`config.mk`:
```
export PLATFORM = sky130hd
export DESIGN_NAME = shift_seq_ctrl
export DESIGN_NICKNAME = d
export VERILOG_FILES = /design/src/rtl/shift_seq_pkg.sv /design/src/rtl/shift_seq_ctrl.sv
export SDC_FILE = /design/constraint.sdc
export NUM_CORES = 1
export LEC_CHECK = 0
export ABC_AREA = 1
export CORE_AREA = 4 4 64 66
export CTS_BUF_LIST = sky130_fd_sc_hd__clkbuf_8
export CTS_CLUSTER_SIZE = 16
export DETAILED_ROUTE_END_ITERATION = 6
export DIE_AREA = 0 0 68 70
export GPL_TIMING_DRIVEN = 0
export PLACE_DENSITY = 0.77
export SLEW_MARGIN = 20
export SYNTH_ARGS = -nofsm -noshare
export SYNTH_HDL_FRONTEND = slang
export SYNTH_SLANG_ARGS = --single-unit
```
`constraint.sdc`:
```
create_clock -name clock -period 2.4 [get_ports clock]
set_clock_uncertainty 0.1 [all_clocks]
set_input_delay 0.36 -clock clock [delete_from_list [all_inputs] [get_ports clock]]
set_output_delay 0.36 -clock clock [all_outputs]
set_load 0.1 [all_outputs]
```
`src/rtl/shift_seq_pkg.sv`:
```
// Shared types and default sizing for the serial shift-register loopback sequencer.
package shift_seq_pkg;

  typedef enum logic [1:0] {
    IDLE  = 2'd0,
    SHIFT = 2'd1,
    FLUSH = 2'd2,
    DONE  = 2'd3
  } seq_state_t;

  localparam int SEQ_WIDTH = 8;
  localparam int SR_DELAY  = 33;

endpackage

```
`src/rtl/shift_seq_ctrl.sv`:
```
// Serialises a word MSB-first into an external delay line, recaptures it from the far end
// and reports whether the recovered word matches what was sent.
module shift_seq_ctrl
  import shift_seq_pkg::*;
#(
  parameter int WIDTH = SEQ_WIDTH,
  parameter int DELAY = SR_DELAY
) (
  input  logic             clock,
  input  logic             reset,
  input  logic             tx_valid,
  output logic             tx_ready,
  input  logic [WIDTH-1:0] tx_data,
  input  logic             stall,
  output logic             sr_enable,
  output logic             sr_shift_in,
  input  logic             sr_out,
  output logic             busy,
  output logic             rx_valid,
  output logic [WIDTH-1:0] rx_data,
  output logic             err,
  output seq_state_t       seq_state
);

  // Handshake: a word is taken on a rising edge where tx_valid && tx_ready; tx_ready is high only in IDLE.

  localparam int CW = $clog2(WIDTH + DELAY + 1);
  localparam logic [CW-1:0] LAST_TX  = CW'(WIDTH - 1);
  localparam logic [CW-1:0] LAST_ALL = CW'(WIDTH + DELAY - 1);
  localparam logic [CW-1:0] CAP_FROM = CW'(DELAY);

  seq_state_t       state, state_nxt;
  logic [CW-1:0]    cnt;
  logic [WIDTH-1:0] tx_sh, tx_ref, rx_sh;

  always_ff @(posedge clock or negedge reset) begin
    if (!reset) begin
      state <= IDLE;
    end else begin
      state <= state_nxt;
    end
  end

  always_comb begin
    state_nxt = state;
    case (state)
      IDLE:    if (tx_valid) state_nxt = SHIFT;
      SHIFT:   if (sr_enable && cnt == LAST_TX) state_nxt = FLUSH;
      FLUSH:   if (sr_enable && cnt == LAST_ALL) state_nxt = DONE;
      DONE:    state_nxt = IDLE;
      default: state_nxt = IDLE;
    endcase
  end

  assign tx_ready    = (state == IDLE);
  assign busy        = (state != IDLE);
  assign sr_enable   = ((state == SHIFT) || (state == FLUSH)) && !stall;
  assign sr_shift_in = (state == SHIFT) ? tx_sh[WIDTH-1] : 1'b0;
  assign rx_valid    = (state == DONE);
  assign err         = (state == DONE) && (rx_sh != tx_ref);
  assign rx_data     = rx_sh;
  assign seq_state   = state;

  // Capture starts only once the first sent bit has travelled the full delay line,
  // so whatever an earlier word left in the chain is never sampled.
  always_ff @(posedge clock or negedge reset) begin
    if (!reset) begin
      cnt    <= '0;
      tx_sh  <= '0;
      tx_ref <= '0;
      rx_sh  <= '0;
    end else if (state == IDLE) begin
      if (tx_valid) begin
        tx_sh  <= tx_data;
        tx_ref <= tx_data;
        cnt    <= '0;
      end
    end else if (sr_enable) begin
      cnt <= cnt + 1'b1;
      if (state == SHIFT) tx_sh <= tx_sh << 1;
      if (cnt >= CAP_FROM) rx_sh <= (rx_sh << 1) | WIDTH'(sr_out);
    end
  end

endmodule

```
==> out/qor.csv, run 1 <==
stage;metric;value;unit
job;count of max-cap constraint violations;0;
critical_path;kind of launch point of the worst setup path;flip-flop;
critical_path;worst-case register-to-register setup slack;620;ps
sta;maximum frequency from static timing analysis;0.430;GHz
floorplanning;std cell rows;22;
placement;setup slack after placement;-247;ps
pwr;Power, Total;2900;uW
detailed_routing;Final ANT Viol Nets;0;
detailed_routing;number of violations reported at the end of detailed-routing iteration 0;73;
logic_synthesis;Netlist cell types;27;
logic_synthesis;Mapped Nets;242;
critical_path;Reg2Reg Launch Point;seq_state[1];
sta;worst path setup slack after routing;76.4;ps
cts;deepest level of the CTS H-tree;2;
logic_synthesis;number of synthesized flops with an enable pin;0;
cts;number of buffers created by CTS;5;
global_route;antenna violations before repair;0;
cts;clk root buf;clkbuf_8;
critical_path;critical path data arrival time;1860;ps
floorplanning;starting density of the core;51.0;%
logic_synthesis;post-synthesis average cell area;8.26;sq um
detailed_routing;Max Used Layer;met4;
critical_path;worst reg2reg path endpoint;rx_data[6];
cells_and_area;Layout Area Growth over Synthesis;26.9;%
placement;final RePlAce weighted congestion;0.784;
cells_and_area;number of filler instances in the final layout;291;
sta;Pins Over Slew Limit;0;
logic_synthesis;count of state elements after synthesis;32;
cts;clk slew on worst S/H paths;70;ps
floorplanning;Total Die Area;0.00476;sq mm
logic_synthesis;post-synthesis mux area share;0;%
cells_and_area;share of final-layout standard cells stronger than drive strength 1;18.1;%
logic_synthesis;prevailing post-synth register cell;dfrtp_1;
logic_synthesis;post-synthesis simple-gate area fraction;24.1;%
pwr;Pleak;0.00111;uW
cells_and_area;final layout net count;279;
cells_and_area;post-route standard cell area excluding fillers;0.00232;sq mm
placement;count of input and output buffers;28;
cts;number of buffers on the longest clock path;2;
sta;setup repair after global routing missed its margin;no;
critical_path;Max stage delay cell, worst path;clkdlybuf4s50_1;
detailed_routing;DR vias;1425;
critical_path;Max Fanout on Critical Path;5;
logic_synthesis;top cells by area, synth;dfrtp_1 (44%), nand2_1 (14%), inv_1 (7.0%);
logic_synthesis;synthesized cell area;0.00183;sq mm
sta;final worst-path cycle share;96.8;%
sta;minimum clock period;2320;ps
detailed_routing;DRC;0;
pwr;power density over cell area;1250;mW/mm^2
logic_synthesis;library cell with the largest summed area after synthesis;dfrtp_1;
logic_synthesis;post-synthesis adder-cell area fraction;5.48;%
logic_synthesis;area share of xor/xnor cells in the synthesized design;1.44;%
outcome;result of the run;completed;
sta;Final Setup Violations;0;
sta;worst relative slew slack;34.6;%
detailed_routing;final routed wire length divided by cell count;11.2;um
global_route;global-route congestion overflow total;0;
placement;placed cell area;0.00220;sq mm
sta;Worst Max-Slew Pin Slew;978;ps
global_route;overall track demand over capacity in global routing;16.6;%
logic_synthesis;sequential share of the synthesized area;43.9;%
floorplanning;core region area;0.00358;sq mm
critical_path;critical path endpoint category;output pin;
cts;buffer count from post-CTS setup fixing;0;
global_route;largest net degree at the start of global routing;29;
logic_synthesis;Async S/R FF share, synth;100;%
logic_synthesis;dominant combinational cell family by area after synthesis;simple AND/OR/NAND/NOR gates;
detailed_routing;Detailed Route WL;3440;um
critical_path;required time reported for the critical path endpoint;1940;ps
floorplanning;io pins;29;
placement;final HPWL from detailed placement;2590;um
detailed_routing;sum of met3 wire segment lengths after detailed routing;123;um
global_route;first-pass GRT wire length;6110;um
logic_synthesis;most instantiated library cell after synthesis;nand2_1;
critical_path;delay-heaviest family, CP;buffers and inverters;
cts;CTS sink count;32;
detailed_routing;drt via density;4.64;
cells_and_area;Diodes inserted;0;
critical_path;buffering stage count on the worst path with inverters included;1;
pwr;Peak supply drop;0.00142;V
sta;Hold Violations, Final;0;
critical_path;Critical Path Max Stage Delay;1140;ps
hold_path;Tightest Hold Check Type;in -> async;
logic_synthesis;synthesized-area fraction occupied by ao, oa, aoi and oai cells;14.6;%
logic_synthesis;Post-synth top cells;nand2_1 (67), inv_1 (34), dfrtp_1 (32);
logic_synthesis;Yosys warnings;0;
floorplanning;die boundary width;68;um
logic_synthesis;post-synth top area share;43.9;%
floorplanning;height of the die;70;um
critical_path;critical-path cell list;clkdlybuf4s50_1;
detailed_routing;met1 wire length;1720;um
logic_synthesis;Cells after Synth;221;
cts;CTS tree;built;
critical_path;worst reg2reg path depth;10;
detailed_routing;number of search-and-repair iterations in the first detailed-routing pass;5;
detailed_routing;Routed met2 length;1530;um
global_route;vias in the first global route;1328;
critical_path;worst setup path class;reg -> out;
cts;Clock Latency Late Sink;280;ps
[cell usage in the layout (no fill, tap or decap), types with 5 or more instances in the layout]
cell,instances
clkbuf_8,5
inv_1,35
o21ai_0,20
nor2_1,12
dfrtp_1,30
ha_1,6
clkdlybuf4s50_1,21
o21ai_2,13
nand2_1,67
[flip-flops by register name, indices dropped and copies added, names as in the netlist]
register	cells
cnt	6
rx_data	8
seq_state	2
tx_ref	8
tx_sh	8
[area by class of cell]
type | instances | area (sq um) | share of cell area, %
clock buffers | 5 | 68.8 | 2.97
repair buffers | 30 | 304 | 13.1
well taps | 48 | 60.1 | 2.59
multi-input cells | 146 | 846 | 36.5
inverters | 38 | 150 | 6.48
plain buffers | 5 | 41.3 | 1.78
flip-flops and latches | 32 | 808 | 34.9
clock inverters | 3 | 38.8 | 1.67
[cell families after synthesis]
kind of cell	Yosys count
compound gates	41
simple gates	94
flops	32
fa+ha+maj	8
xor+xnor	3
buf+inv	43
[stage by stage]
step | hold WS [ps] | util, % | cells | TNS, ps
after floorplan | -35.6 | - | 221 | 0
after global placement | 358 | 61.1 | 297 | -519
after detailed placement | 101 | 61.5 | 298 | -522
after CTS | 331 | 64.9 | 307 | 0
after global routing | 347 | 64.8 | 307 | 0
final | 331 | 64.8 | 307 | 0
[timing repair]
item,CTS,global route
hold endpoints to repair,4,0
setup endpoints to repair,6,1
hold buffers,1,0
gates resized for setup,14,2
[how the worst max path moves through the flow]
stage | slack (ps) | cells past startpoint | from | endpoint
2_1_floorplan | 9 | 10 | seq_state[0] | rx_data[6]
3_3_place_gp | -250 | 3 | stall | sr_enable
3_5_place_dp | -250 | 3 | stall | sr_enable
4_1_cts | 6 | 3 | seq_state[0] | tx_ready
5_1_grt | 20 | 5 | seq_state[0] | sr_enable
6_report | 80 | 1 | seq_state[0] | seq_state[0]
[routing by layer]
metal,up-vias,track usage [%]
met5,-,0
met4,0,7.28
met3,7,4.02
met2,25,23.8
met1,636,23.5
li1,757,-
[where the power goes]
group	switching (uW)	internal, uW
clock network	199	303
registers	111	714
logic	1100	472
(Power assumes the default switching activity.)
==> run 2: changes to the inputs <==
--- a/config.mk
+++ b/config.mk
@@ -12,6 +12,7 @@
 export DETAILED_ROUTE_END_ITERATION = 6
 export DIE_AREA = 0 0 68 70
 export GPL_TIMING_DRIVEN = 0
+export MAX_ROUTING_LAYER = met4
 export PLACE_DENSITY = 0.77
 export SLEW_MARGIN = 20
 export SYNTH_ARGS = -nofsm -noshare
==> run 2 against run 1 <==
Worst hold slack improved by 0.90 ps. Combinational power is essentially flat. Core utilization unchanged. Clock power about the same. Final area unchanged. Register-to-register slack about the same. Largest cell class unchanged.
==> out/qor.csv, run 2 (synthesized netlist as in run 1, its figures left out) <==
stage;metric;value;unit;change
outcome;result of the run;completed;;unchanged
floorplanning;starting density of the core;51.0;%;unchanged
detailed_routing;number of violations reported at the end of detailed-routing iteration 0;71;;was 73
floorplanning;std cell rows;22;;unchanged
floorplanning;io pins;29;;unchanged
global_route;overall track demand over capacity in global routing;17.1;%;was 16.6%
detailed_routing;number of search-and-repair iterations in the first detailed-routing pass;5;;unchanged
pwr;Peak supply drop;0.00142;V;about the same
global_route;global-route congestion overflow total;0;;unchanged
cells_and_area;final layout net count;279;;unchanged
critical_path;Critical Path Max Stage Delay;1140;ps;about the same
sta;Pins Over Slew Limit;0;;unchanged
cells_and_area;number of filler instances in the final layout;291;;unchanged
sta;Hold Violations, Final;0;;unchanged
detailed_routing;drt via density;4.64;;about the same
global_route;first-pass GRT wire length;6110;um;about the same
cts;deepest level of the CTS H-tree;2;;unchanged
sta;final-layout worst hold slack;332;ps;was 331 ps
sta;worst relative slew slack;34.6;%;about the same
cells_and_area;most frequent cells in the layout;nand2_1 (67), inv_1 (35), dfrtp_1 (30), clkdlybuf4s50_1 (21), o21ai_0 (20);;unchanged
detailed_routing;final routed wire length divided by cell count;11.2;um;about the same
floorplanning;Total Die Area;0.00476;sq mm;unchanged
cells_and_area;most common cell after layout, fill and taps aside;nand2_1;;unchanged
pwr;Pleak;0.00111;uW;unchanged
detailed_routing;DR vias;1424;;was 1,425
cells_and_area;Util after Layout;64.8;%;unchanged
placement;placed cell area;0.00220;sq mm;unchanged
cts;CTS tree;built;;unchanged
critical_path;critical path endpoint category;output pin;;unchanged
detailed_routing;Detailed Route WL;3440;um;about the same
critical_path;Reg2Reg Launch Point;seq_state[1];;unchanged
floorplanning;core region area;0.00358;sq mm;unchanged
cts;number of buffers on the longest clock path;2;;unchanged
cells_and_area;share of final-layout standard cells stronger than drive strength 1;18.1;%;unchanged
critical_path;Max stage delay cell, worst path;clkdlybuf4s50_1;;unchanged
job;count of max-cap constraint violations;0;;unchanged
hold_path;Tightest Hold Check Type;in -> async;;unchanged
sta;Worst Max-Slew Pin Slew;978;ps;about the same
global_route;vias in the first global route;1328;;unchanged
critical_path;Max Fanout on Critical Path;5;;unchanged
cells_and_area;Layout Area Growth over Synthesis;26.9;%;unchanged
critical_path;delay-heaviest family, CP;buffers and inverters;;unchanged
cts;buffer count from post-CTS setup fixing;0;;unchanged
placement;final HPWL from detailed placement;2590;um;unchanged
critical_path;critical-path cell list;clkdlybuf4s50_1;;unchanged
critical_path;critical path data arrival time;1860;ps;about the same
floorplanning;height of the die;70;um;unchanged
sta;maximum frequency from static timing analysis;0.430;GHz;about the same
cts;CTS sink count;32;;unchanged
placement;count of input and output buffers;28;;unchanged
critical_path;required time reported for the critical path endpoint;1940;ps;about the same
critical_path;buffering stage count on the worst path with inverters included;1;;unchanged
placement;final RePlAce weighted congestion;0.795;;was 0.784
critical_path;worst setup path class;reg -> out;;unchanged
global_route;largest net degree at the start of global routing;29;;unchanged
cells_and_area;post-route standard cell area excluding fillers;0.00232;sq mm;unchanged
cts;clk root buf;clkbuf_8;;unchanged
floorplanning;die boundary width;68;um;unchanged
detailed_routing;DRC;0;;unchanged
cells_and_area;Diodes inserted;0;;unchanged
cts;Clock Latency Late Sink;280;ps;about the same
sta;Final Setup Violations;0;;unchanged
cts;clk slew on worst S/H paths;70;ps;about the same
critical_path;worst setup path startpoint;seq_state[0];;unchanged
sta;minimum clock period;2320;ps;about the same
sta;final worst-path cycle share;96.8;%;about the same
pwr;Power, Total;2900;uW;about the same
pwr;power density over cell area;1250;mW/mm^2;about the same
cts;number of buffers created by CTS;5;;unchanged
critical_path;kind of launch point of the worst setup path;flip-flop;;unchanged
global_route;antenna violations before repair;0;;unchanged
detailed_routing;Final ANT Viol Nets;0;;unchanged
sta;setup repair after global routing missed its margin;no;;unchanged
-- run 2: cell counts in the layout (fill, tap and decap cells not counted) --
No cell type changed its count.
-- run 2: report_power, final --
part / leakage (uW) / switching [uW] / internal [uW]
registers: 0.000416 / 111 / 714
logic: 0.000637 / 1100 / 472
clock network: 0.0000593 / 198 / 303
-- run 2: timing repair --
| item | in CTS | in global routing |
|---|---|---|
| hold buffers | 1 | 0 |
| setup endpoints to repair | 6 | 1 |
| gates resized for setup | 14 | 2 |
| hold endpoints to repair | 4 | 0 |
-- run 2: path summary, 6_finish.rpt --
path                                 to  slack [ps]  depth (start not counted)
max reg2reg                  rx_data[6]         610                         10
min in group clock             tx_sh[0]         380                          2
min reg2reg                    tx_sh[0]         380                          2
max                        seq_state[0]          80                          1
max in group asynchronous  seq_state[0]        1480                          3
min                        seq_state[1]         330                          2
-- run 2: area by class of cell --
class,instances,area (sq um),area share (%)
multi-input cells,146,846,36.5
flip-flops and latches,32,808,34.9
repair buffers,30,304,13.1
inverters,38,150,6.48
clock buffers,5,68.8,2.97
well taps,48,60.1,2.59
plain buffers,5,41.3,1.78
clock inverters,3,38.8,1.67
-- run 2: through the flow --
step           setup TNS (ps)  cells  worst slack (ps)
3_5_place_dp             -522    298              -247
6_report                    0    307              77.0
4_1_cts                     0    307              5.54
5_1_grt                     0    307              19.7
2_1_floorplan               0    221              9.42
3_3_place_gp             -519    297              -246
-- run 2: metal layers --
layer / part of all wire (%) / global-route usage (%)
met1: 50 / 23.6
met3: 3.5 / 3.86
met5: 0 / -
met4: 2.0 / 7.28
met2: 45 / 23.8
==> run 3: changes to the inputs <==
--- a/config.mk
+++ b/config.mk
@@ -7,7 +7,7 @@
 export LEC_CHECK = 0
 export ABC_AREA = 1
 export CORE_AREA = 4 4 64 66
-export CTS_BUF_LIST = sky130_fd_sc_hd__clkbuf_8
+export CTS_BUF_LIST = sky130_fd_sc_hd__clkbuf_16
 export CTS_CLUSTER_SIZE = 16
 export DETAILED_ROUTE_END_ITERATION = 6
 export DIE_AREA = 0 0 68 70
==> run 3 against run 2 <==
Core utilization increased by 1.7 points. Global-route usage rose by 0.23 points. Sequential power is 0.6% higher. Critical endpoint is now tx_ready. Via count rose by 1.1%. Sequential cell count did not move. Routed wire length up 3.0%. Non-clock buffer count unchanged. Sequential share of layout area decreased by 0.90 points. First-iteration DRC count rose by 37%.
==> out/qor.csv, run 3 (synthesized netlist as in run 1, its figures left out) <==
stage;metric;value;unit;change
outcome;result of the run;completed;;unchanged
cells_and_area;final layout net count;279;;unchanged
global_route;first-pass GRT wire length;6200;um;was 6110 um
placement;count of input and output buffers;28;;unchanged
cts;clk root buf;clkbuf_16;;was clkbuf_8
cts;Clock Latency Late Sink;270;ps;was 280 ps
detailed_routing;Final ANT Viol Nets;0;;unchanged
global_route;antenna violations before repair;0;;unchanged
pwr;Pleak;0.00114;uW;was 0.00111 uW
sta;Hold Violations, Final;0;;unchanged
sta;minimum clock period;2330;ps;was 2320 ps
detailed_routing;number of search-and-repair iterations in the first detailed-routing pass;4;;was 5
critical_path;delay-heaviest family, CP;buffers and inverters;;unchanged
sta;Worst Max-Slew Pin Slew;978;ps;about the same
critical_path;worst setup path class;reg -> out;;unchanged
cts;buffer count from post-CTS setup fixing;0;;unchanged
job;count of max-cap constraint violations;0;;unchanged
placement;final HPWL from detailed placement;2590;um;unchanged
placement;setup slack after placement;-247;ps;unchanged
cells_and_area;Layout Area Growth over Synthesis;30.3;%;was 26.9%
detailed_routing;Detailed Route WL;3540;um;was 3440 um
detailed_routing;number of violations reported at the end of detailed-routing iteration 0;97;;was 71
cells_and_area;share of final-layout standard cells stronger than drive strength 1;17.8;%;was 18.1%
critical_path;critical path data arrival time;1870;ps;was 1860 ps
cells_and_area;most frequent cells in the layout;nand2_1 (67), inv_1 (35), dfrtp_1 (30), clkdlybuf4s50_1 (21), o21ai_0 (20);;unchanged
floorplanning;std cell rows;22;;unchanged
floorplanning;Total Die Area;0.00476;sq mm;unchanged
sta;worst path setup slack after routing;70.0;ps;was 77.0 ps
floorplanning;core region area;0.00358;sq mm;unchanged
critical_path;required time reported for the critical path endpoint;1940;ps;about the same
floorplanning;io pins;29;;unchanged
sta;Pins Over Slew Limit;0;;unchanged
detailed_routing;drt via density;4.69;;was 4.64
critical_path;kind of launch point of the worst setup path;flip-flop;;unchanged
critical_path;buffering stage count on the worst path with inverters included;2;;was 1
cells_and_area;most common cell after layout, fill and taps aside;nand2_1;;unchanged
critical_path;Max stage delay cell, worst path;clkdlybuf4s15_1;;was clkdlybuf4s50_1
critical_path;Reg2Reg Launch Point;seq_state[1];;unchanged
critical_path;Critical Path Max Stage Delay;820;ps;was 1140 ps
placement;placed cell count;298;;unchanged
sta;Final Setup Violations;0;;unchanged
sta;worst relative slew slack;34.6;%;about the same
floorplanning;die boundary width;68;um;unchanged
detailed_routing;final routed wire length divided by cell count;11.5;um;was 11.2 um
critical_path;critical-path cell list;inv_1, ha_2, clkdlybuf4s15_1;;was clkdlybuf4s50_1
cts;CTS tree;built;;unchanged
sta;setup repair after global routing missed its margin;no;;unchanged
cts;number of buffers on the longest clock path;2;;unchanged
critical_path;worst reg2reg path endpoint;rx_data[6];;unchanged
critical_path;worst-case register-to-register setup slack;610;ps;about the same
cts;clk slew on worst S/H paths;50;ps;was 70 ps
global_route;vias in the first global route;1328;;unchanged
cells_and_area;Diodes inserted;0;;unchanged
global_route;global-route congestion overflow total;0;;unchanged
floorplanning;starting density of the core;51.0;%;unchanged
detailed_routing;DR vias;1440;;was 1,424
cts;number of buffers created by CTS;5;;unchanged
cts;deepest level of the CTS H-tree;2;;unchanged
sta;maximum frequency from static timing analysis;0.429;GHz;was 0.430 GHz
placement;final RePlAce weighted congestion;0.795;;unchanged
critical_path;worst reg2reg path depth;10;;unchanged
cts;CTS sink count;32;;unchanged
pwr;Peak supply drop;0.00140;V;was 0.00142 V
cells_and_area;number of standard cells in the final layout excluding fillers;307;;unchanged
pwr;power density over cell area;1310;mW/mm^2;was 1250 mW/mm^2
cells_and_area;number of filler instances in the final layout;286;;was 291
global_route;overall track demand over capacity in global routing;17.3;%;was 17.1%
sta;final worst-path cycle share;97.1;%;was 96.8%
pwr;Power, Total;3120;uW;was 2900 uW
cells_and_area;Util after Layout;66.5;%;was 64.8%
critical_path;critical path endpoint category;output pin;;unchanged
floorplanning;height of the die;70;um;unchanged
sta;final setup TNS;0;ps;unchanged
detailed_routing;DRC;0;;unchanged
global_route;largest net degree at the start of global routing;29;;unchanged
critical_path;Max Fanout on Critical Path;5;;unchanged
hold_path;Tightest Hold Check Type;in -> async;;unchanged
run 3: how the worst max path moves through the flow:
stage,startpoint,endpoint,slack (ps),depth (start not counted)
finish,seq_state[0],tx_ready,70,3
global route,seq_state[0],tx_ready,1,3
CTS,seq_state[0],tx_ready,30,3
detailed placement,stall,sr_enable,-250,3
global placement,stall,sr_enable,-250,3
floorplan,seq_state[0],rx_data[6],9,10
run 3: worst register-to-register path: stages, from the launching register on:
cell and delay (ps):
dfrtp_4 430, inv_1 60, ha_2 330, inv_2 60
nor2_8 120, nand2_8 80, inv_6 80, nand3_4 110
buf_6 180, nand2_1 80, o21ai_2 50
run 3: layout make-up:
cell class	instances	area [sq um]	share of cell area (%)
multi-input cells	146	846	35.6
flip-flops and latches	32	808	34.0
repair buffers	30	309	13.0
inverters	38	150	6.31
clock buffers	5	125	5.26
well taps	48	60.1	2.52
plain buffers	5	41.3	1.74
clock inverters	3	38.8	1.63
run 3: timing repair:
| action | in CTS | in global routing |
|---|---|---|
| endpoints found under the setup margin | 6 | 1 |
| hold endpoints to repair | 4 | 0 |
| hold buffers | 1 | 0 |
| gates resized for setup | 14 | 1 |
run 3: where the power goes:
group | leakage [uW] | internal, uW | total [uW] | switching (uW)
combinational | 0.000638 | 478 | 1580 | 1110
sequential | 0.000416 | 715 | 830 | 115
clock | 0.0000850 | 483 | 701 | 219
total | 0.00114 | 1680 | 3120 | 1440
run 3: per-stage QoR:
step                instance area [sq um]  hold WS [ps]
detailed placement                   2200           101
global placement                     2190           358
global route                         2380           362
CTS                                  2380           349
finish                               2380           346
floorplan                            1850         -35.6
run 3: routing by layer:
metal	part of all wire [%]	track usage (%)
met5	0	-
met4	1.4	5.96
met3	4.3	4.34
met2	45	24.3
met1	49	24.2
